===== config.mk =====
export PLATFORM = sky130hd
export DESIGN_NAME = ram_arbiter
export DESIGN_NICKNAME = d
export VERILOG_FILES = /design/src/rtl/ram_arbiter.sv
export SDC_FILE = /design/constraint.sdc
export NUM_CORES = 1
export LEC_CHECK = 0
export ABC_AREA = 1
export BUFFER_PORTS_ARGS = -buffer_cell sky130_fd_sc_hd__buf_2
export CORE_MARGIN = 10
export CORE_UTILIZATION = 47
export CTS_CLUSTER_DIAMETER = 120
export CTS_CLUSTER_SIZE = 28
export DETAILED_ROUTE_END_ITERATION = 10
export GPL_TIMING_DRIVEN = 0
export PLACE_DENSITY = 0.78
export RECOVER_POWER = 50
export SLEW_MARGIN = 25
export SYNTH_ARGS = -nofsm -noshare
export SYNTH_HDL_FRONTEND = slang
export SYNTH_SLANG_ARGS = --single-unit

===== constraint.sdc =====
create_clock -name sys_clk -period 1.6 [get_ports sys_clk]
set_input_delay 0.08 -clock sys_clk [delete_from_list [all_inputs] [get_ports sys_clk]]
set_output_delay 0.08 -clock sys_clk [all_outputs]
set_load 0.05 [all_outputs]

===== src/rtl/ram_arbiter.sv =====
// ram_arbiter: shares one single-port RAM between two requesters.
// Round-robin with a bounded burst allowance, one registered RAM command
// per cycle, and a tag pipeline that steers read data back to its issuer.
module ram_arbiter #(
  parameter int          ADDR_W    = 8,
  parameter int          DATA_W    = 8,
  parameter int          RAM_LAT   = 1,
  parameter logic [3:0]  BURST_MAX = 4'd8
) (
  input  logic              sys_clk,
  input  logic              sys_rst_n,
  input  logic              req0,
  input  logic              we0,
  input  logic [ADDR_W-1:0] addr0,
  input  logic [DATA_W-1:0] wdata0,
  input  logic              req1,
  input  logic              we1,
  input  logic [ADDR_W-1:0] addr1,
  input  logic [DATA_W-1:0] wdata1,
  output logic              gnt0,
  output logic              gnt1,
  output logic              rvalid0,
  output logic [DATA_W-1:0] rdata0,
  output logic              rvalid1,
  output logic [DATA_W-1:0] rdata1,
  output logic [ADDR_W-1:0] ram_addr,
  output logic [DATA_W-1:0] ram_data,
  output logic              ram_wren,
  output logic              ram_rden,
  input  logic [DATA_W-1:0] ram_q
);

  // Saturating increment of the burst counter.
  function automatic logic [3:0] sat_inc(input logic [3:0] v);
    return (v >= BURST_MAX) ? BURST_MAX : v + 4'd1;
  endfunction

  logic              last;       // requester granted most recently (1 = req1)
  logic [3:0]        burst_cnt;  // consecutive grants to 'last'
  logic              sel0;
  logic              sel1;
  logic              sel_any;
  logic              sel_we;
  logic [ADDR_W-1:0] sel_addr;
  logic [DATA_W-1:0] sel_wdata;
  logic              rd_push_p0;
  logic [RAM_LAT:0]  tag_vld_p;
  logic [RAM_LAT:0]  tag_id_p;

  // Arbitration. A burst only continues out of a grant in the previous cycle
  // (burst_cnt != 0); after an idle cycle the pointer alone picks the winner.
  always_comb begin
    sel0 = 1'b0;
    sel1 = 1'b0;
    if (req0 && req1) begin
      if ((burst_cnt != 4'd0) && (burst_cnt < BURST_MAX)) begin
        sel0 = ~last;
        sel1 = last;
      end else begin
        sel0 = last;
        sel1 = ~last;
      end
    end else begin
      sel0 = req0;
      sel1 = req1;
    end
  end

  assign gnt0    = sel0 & sys_rst_n;
  assign gnt1    = sel1 & sys_rst_n;
  assign sel_any = sel0 | sel1;

  // Mux the winning requester's access onto the command path.
  always_comb begin
    sel_we    = sel1 ? we1    : we0;
    sel_addr  = sel1 ? addr1  : addr0;
    sel_wdata = sel1 ? wdata1 : wdata0;
  end

  assign rd_push_p0 = sel_any & ~sel_we;

  // Fairness state: priority pointer and burst length.
  always_ff @(posedge sys_clk or negedge sys_rst_n) begin
    if (!sys_rst_n) begin
      last      <= 1'b1;
      burst_cnt <= 4'd0;
    end else if (sel_any) begin
      if (sel1 == last) begin
        burst_cnt <= sat_inc(burst_cnt);
      end else begin
        burst_cnt <= 4'd1;
        last      <= sel1;
      end
    end else begin
      burst_cnt <= 4'd0;
    end
  end

  // ---- stage p0 -> p1: registered RAM command ----
  // Register the granted access as the RAM command; address/data hold when idle.
  always_ff @(posedge sys_clk or negedge sys_rst_n) begin
    if (!sys_rst_n) begin
      ram_addr <= '0;
      ram_data <= '0;
      ram_wren <= 1'b0;
      ram_rden <= 1'b0;
    end else if (sel_any) begin
      ram_addr <= sel_addr;
      ram_data <= sel_wdata;
      ram_wren <= sel_we;
      ram_rden <= ~sel_we;
    end else begin
      ram_wren <= 1'b0;
      ram_rden <= 1'b0;
    end
  end

  // ---- stage p1 .. p(1+RAM_LAT): read tag pipeline ----
  // Tag entry 0 lines up with the command register; entry RAM_LAT lines up
  // with the cycle in which ram_q carries that command's data.
  always_ff @(posedge sys_clk or negedge sys_rst_n) begin
    if (!sys_rst_n) begin
      tag_vld_p <= '0;
      tag_id_p  <= '0;
    end else begin
      tag_vld_p <= {tag_vld_p[RAM_LAT-1:0], rd_push_p0};
      tag_id_p  <= {tag_id_p[RAM_LAT-1:0], sel1};
    end
  end

  // ---- stage p(2+RAM_LAT): read return ----
  // Capture ram_q for the tagged requester and pulse its rvalid for one cycle.
  always_ff @(posedge sys_clk or negedge sys_rst_n) begin
    if (!sys_rst_n) begin
      rvalid0 <= 1'b0;
      rvalid1 <= 1'b0;
      rdata0  <= '0;
      rdata1  <= '0;
    end else begin
      rvalid0 <= tag_vld_p[RAM_LAT] & ~tag_id_p[RAM_LAT];
      rvalid1 <= tag_vld_p[RAM_LAT] &  tag_id_p[RAM_LAT];
      if (tag_vld_p[RAM_LAT] && !tag_id_p[RAM_LAT]) rdata0 <= ram_q;
      if (tag_vld_p[RAM_LAT] &&  tag_id_p[RAM_LAT]) rdata1 <= ram_q;
    end
  end

endmodule


==> results by group <==
Yosys
  • Ys flop type: dfrtp_1
  • Number of synthesized flops with an enable pin: 0
  • Net count after synthesis: 264
  • Yosys synthesis warning count: 0
  • Asr flop ratio synth: 100%
  • Mapped Cells: 216
  • Synth cell types: 23
  • Synthesized flop and latch total: 44
  • Seq/Total Area, Yosys: 57.5%
  • Average size of a mapped cell: 8.87 µm²
  • Mapped Area: 1920 µm²

Critical path
  • R2R Path Start: burst_cnt[0]$_DFF_PN0_
  • Critical Path RT: 1520 ps
  • Arr. time, crit path: 1520 ps
  • Worst Setup End Kind: output port
  • Largest fanout on the critical path: 4
  • Critical path, cell by cell: inv_2, ha_4, nand2_4, nand2_4, nand2_4, nand3_4, nand2_4, nor2_4, buf_8
  • CP peak stage delay: 400 ps
  • Most used cell, CP: nand2_4
  • Setup crit start kind: flop
  • Critical setup path kind: flop to output port
  • Worst Setup SP: burst_cnt[0]$_DFF_PN0_
  • CP max-delay cell: dfrtp_1

Drt
  • Top sig layer: met4
  • Met2 wire len: 2840 µm
  • DRC viols: 0
  • M1 WL: 2290 µm
  • Initial DRC count: 78
  • Routed wire length: 5680 µm
  • Vias/cell: 4.97
  • DR vias: 1875
  • Avg WL per Cell: 15.1 µm
  • Antenna-violating nets left: 0
  • 1st-pass router iterations: 4
  • Met3 WL: 449 µm

Global routing
  • First-pass GRT wire length: 9120 µm
  • GRT overflow: 0
  • Initial antenna violation count: 0
  • Number of global-route vias before repair: 1941
  • Largest net degree at the start of global routing: 46
  • All-layer global routing usage: 15.5%

STA
  • Slack of the critical path: -2.01 ps
  • Fmax: 0.624 GHz
  • Post-route clock period utilization: 100%
  • Worst-margin pin slew: 644 ps
  • RSZ-0062 raised after global routing: true
  • Worst slew margin: 57.3%
  • Final setup viols: 1
  • Tmin final: 1600 ps
  • Hold_ws: -224 ps
  • Fin. Hold Viols: 43
  • Clock Skew: 8.35 ps
  • Final slew viol count: 0

Final layout
  • Share of layout cells above drive strength 1: 34.9%
  • Most common cell after layout, fill and taps aside: buf_2
  • Reg area: 1100 µm²
  • Area of the multi-input gates: 737 µm²
  • NumNets Final: 374
  • Filler instances: 310
  • Diode count: 0
  • Area grow syn2layout: 44.7%
  • Most frequent cells in the layout: 66 x buf_2, 65 x nand2_1, 43 x dfrtp_1

Clocking
  • Post-CTS Hold Fix Bufs: 10
  • TritonCTS clock tree: done
  • Maximum root-to-sink buffer count: 2
  • Root buf cell: clkbuf_8
  • H-tree levels: 2
  • Worst skew pair latency: 290 ps
  • Worst-path clk slew: 80 ps
  • CTS buffer count: 5
  • Clock Sinks: 44

Pwr
  • Peak VDD IR: 0.610 mV
  • Pleak: 0.00150 µW
  • PD cells: 1580 nW/µm²

Hold path
  • Hold Path Class: primary input to async pin

Die
  • Initial Util: 48.2%
  • CORE AREA: 3970 µm²
  • Die width: 83.8 µm
  • Top-Level Pins: 84
  • Die area: 7030 µm²
  • Die Ht: 83.8 µm
  • Std cell rows: 23

Placed design
  • Gp weighted congestion: 0.797
  • Pre-CTS setup slack: 60.7 ps
  • DPL Wire Length: 3810 µm
  • Port buffer count: 81

Run
  • Max Cap Viol: 0

Run status
  • Run status: finished with violations
  • Failing checks: hold timing, setup timing
==> critical path, delay by kind of cell, from the launching register on <==
kind / cells / cell delay [ps]
buffers and inverters: 2 / 230
AND/OR/NAND/NOR: 6 / 470
adder cells (fa/ha/maj): 1 / 140
flip-flops: 1 / 400
==> timing repair <==
item	in CTS	in global routing
cloned	0	1
endpoints found under the setup margin	2	11
pin swaps	6	3
gates resized for setup	14	10
endpoints found under the hold margin	53	43
buffers inserted	8	4
==> cell usage after synthesis (2+ instances only) <==
| master | number | area share (%) |
|---|---|---|
| buf_2 | 2 | 0.52 |
| ha_1 | 2 | 1.3 |
| dfrtp_1 | 43 | 56 |
| nand3_1 | 27 | 7.1 |
| clkbuf_1 | 2 | 0.39 |
| inv_2 | 2 | 0.39 |
| buf_4 | 2 | 0.78 |
| nand2_4 | 2 | 1.2 |
| o211ai_1 | 3 | 1.2 |
| nand2_2 | 2 | 0.65 |
| o21ai_0 | 20 | 5.2 |
| nor2_1 | 7 | 1.4 |
| inv_1 | 23 | 4.5 |
| nand2_1 | 70 | 14 |
==> logic make-up after synthesis <==
| kind of cell | after synthesis | share of synthesized area [%] |
|---|---|---|
| XOR/XNOR | 1 | 0.457 |
| buffers and inverters | 33 | 7.58 |
| adder cells (fa/ha/maj) | 2 | 1.31 |
| AO/OA/AOI/OAI | 25 | 7.12 |
| AND/OR/NAND/NOR | 111 | 26.0 |
| flip-flops | 44 | 57.5 |
==> state kept, by name, indices dropped and copies added (netlist names) <==
name / cells
ram_addr: 8
rdata0: 8
rvalid0: 1
rvalid1: 1
rdata1: 8
ram_wren: 1
ram_data: 8
burst_cnt: 4
tag_id_p: 2
tag_vld_p: 2
last: 1
==> metrics by stage <==
| stage | setup TNS, ps | instances | power (µW) | util (%) | area [µm²] |
|---|---|---|---|---|---|
| detailed placement | 0 | 347 | 3380 | 60.1 | 2390 |
| CTS | -20.7 | 373 | 4330 | 68.0 | 2700 |
| global placement | 0 | 347 | 3350 | 60.1 | 2390 |
| floorplan | 0 | 216 | 2900 | - | 1920 |
| global route | -298 | 377 | 4630 | 69.8 | 2770 |
| finish | -2.01 | 377 | 4370 | 69.8 | 2770 |
==> layout make-up <==
cell class | count | share of cell area [%]
Sequential cell | 44 | 39.8
Multi-Input combinational cell | 139 | 26.6
Timing Repair Buffer | 104 | 22.6
Inverter | 25 | 3.38
Clock buffer | 6 | 2.62
Tap cell | 50 | 2.26
Buffer | 7 | 1.58
Clock inverter | 2 | 1.26
==> per-layer routing <==
layer | up-vias | track usage, %
met5 | - | 0
met4 | 0 | 6.09
met3 | 10 | 5.86
met2 | 74 | 26.0
met1 | 888 | 17.3
li1 | 903 | -
==> final timing paths <==
kind,to,slack [ps],cells after the start
setup / recovery,gnt0,-2,9
hold / removal,tag_vld_p[1]$_DFF_PN0_,-220,1
setup reg to reg,ram_data[6]$_DFFE_PN0P_,50,11
hold reg to reg,tag_id_p[1]$_DFF_PN0_,350,0
max in group asynchronous,burst_cnt[1]$_DFF_PN0_,1450,1
min in group sys_clk,ram_addr[2]$_DFFE_PN0P_,0,3
==> power by group <==
part,switching [µW],internal [µW]
registers,144,1400
clock network,355,463
logic,1480,534
total,1980,2390
Note: power is estimated with default switching activity, not from simulation.
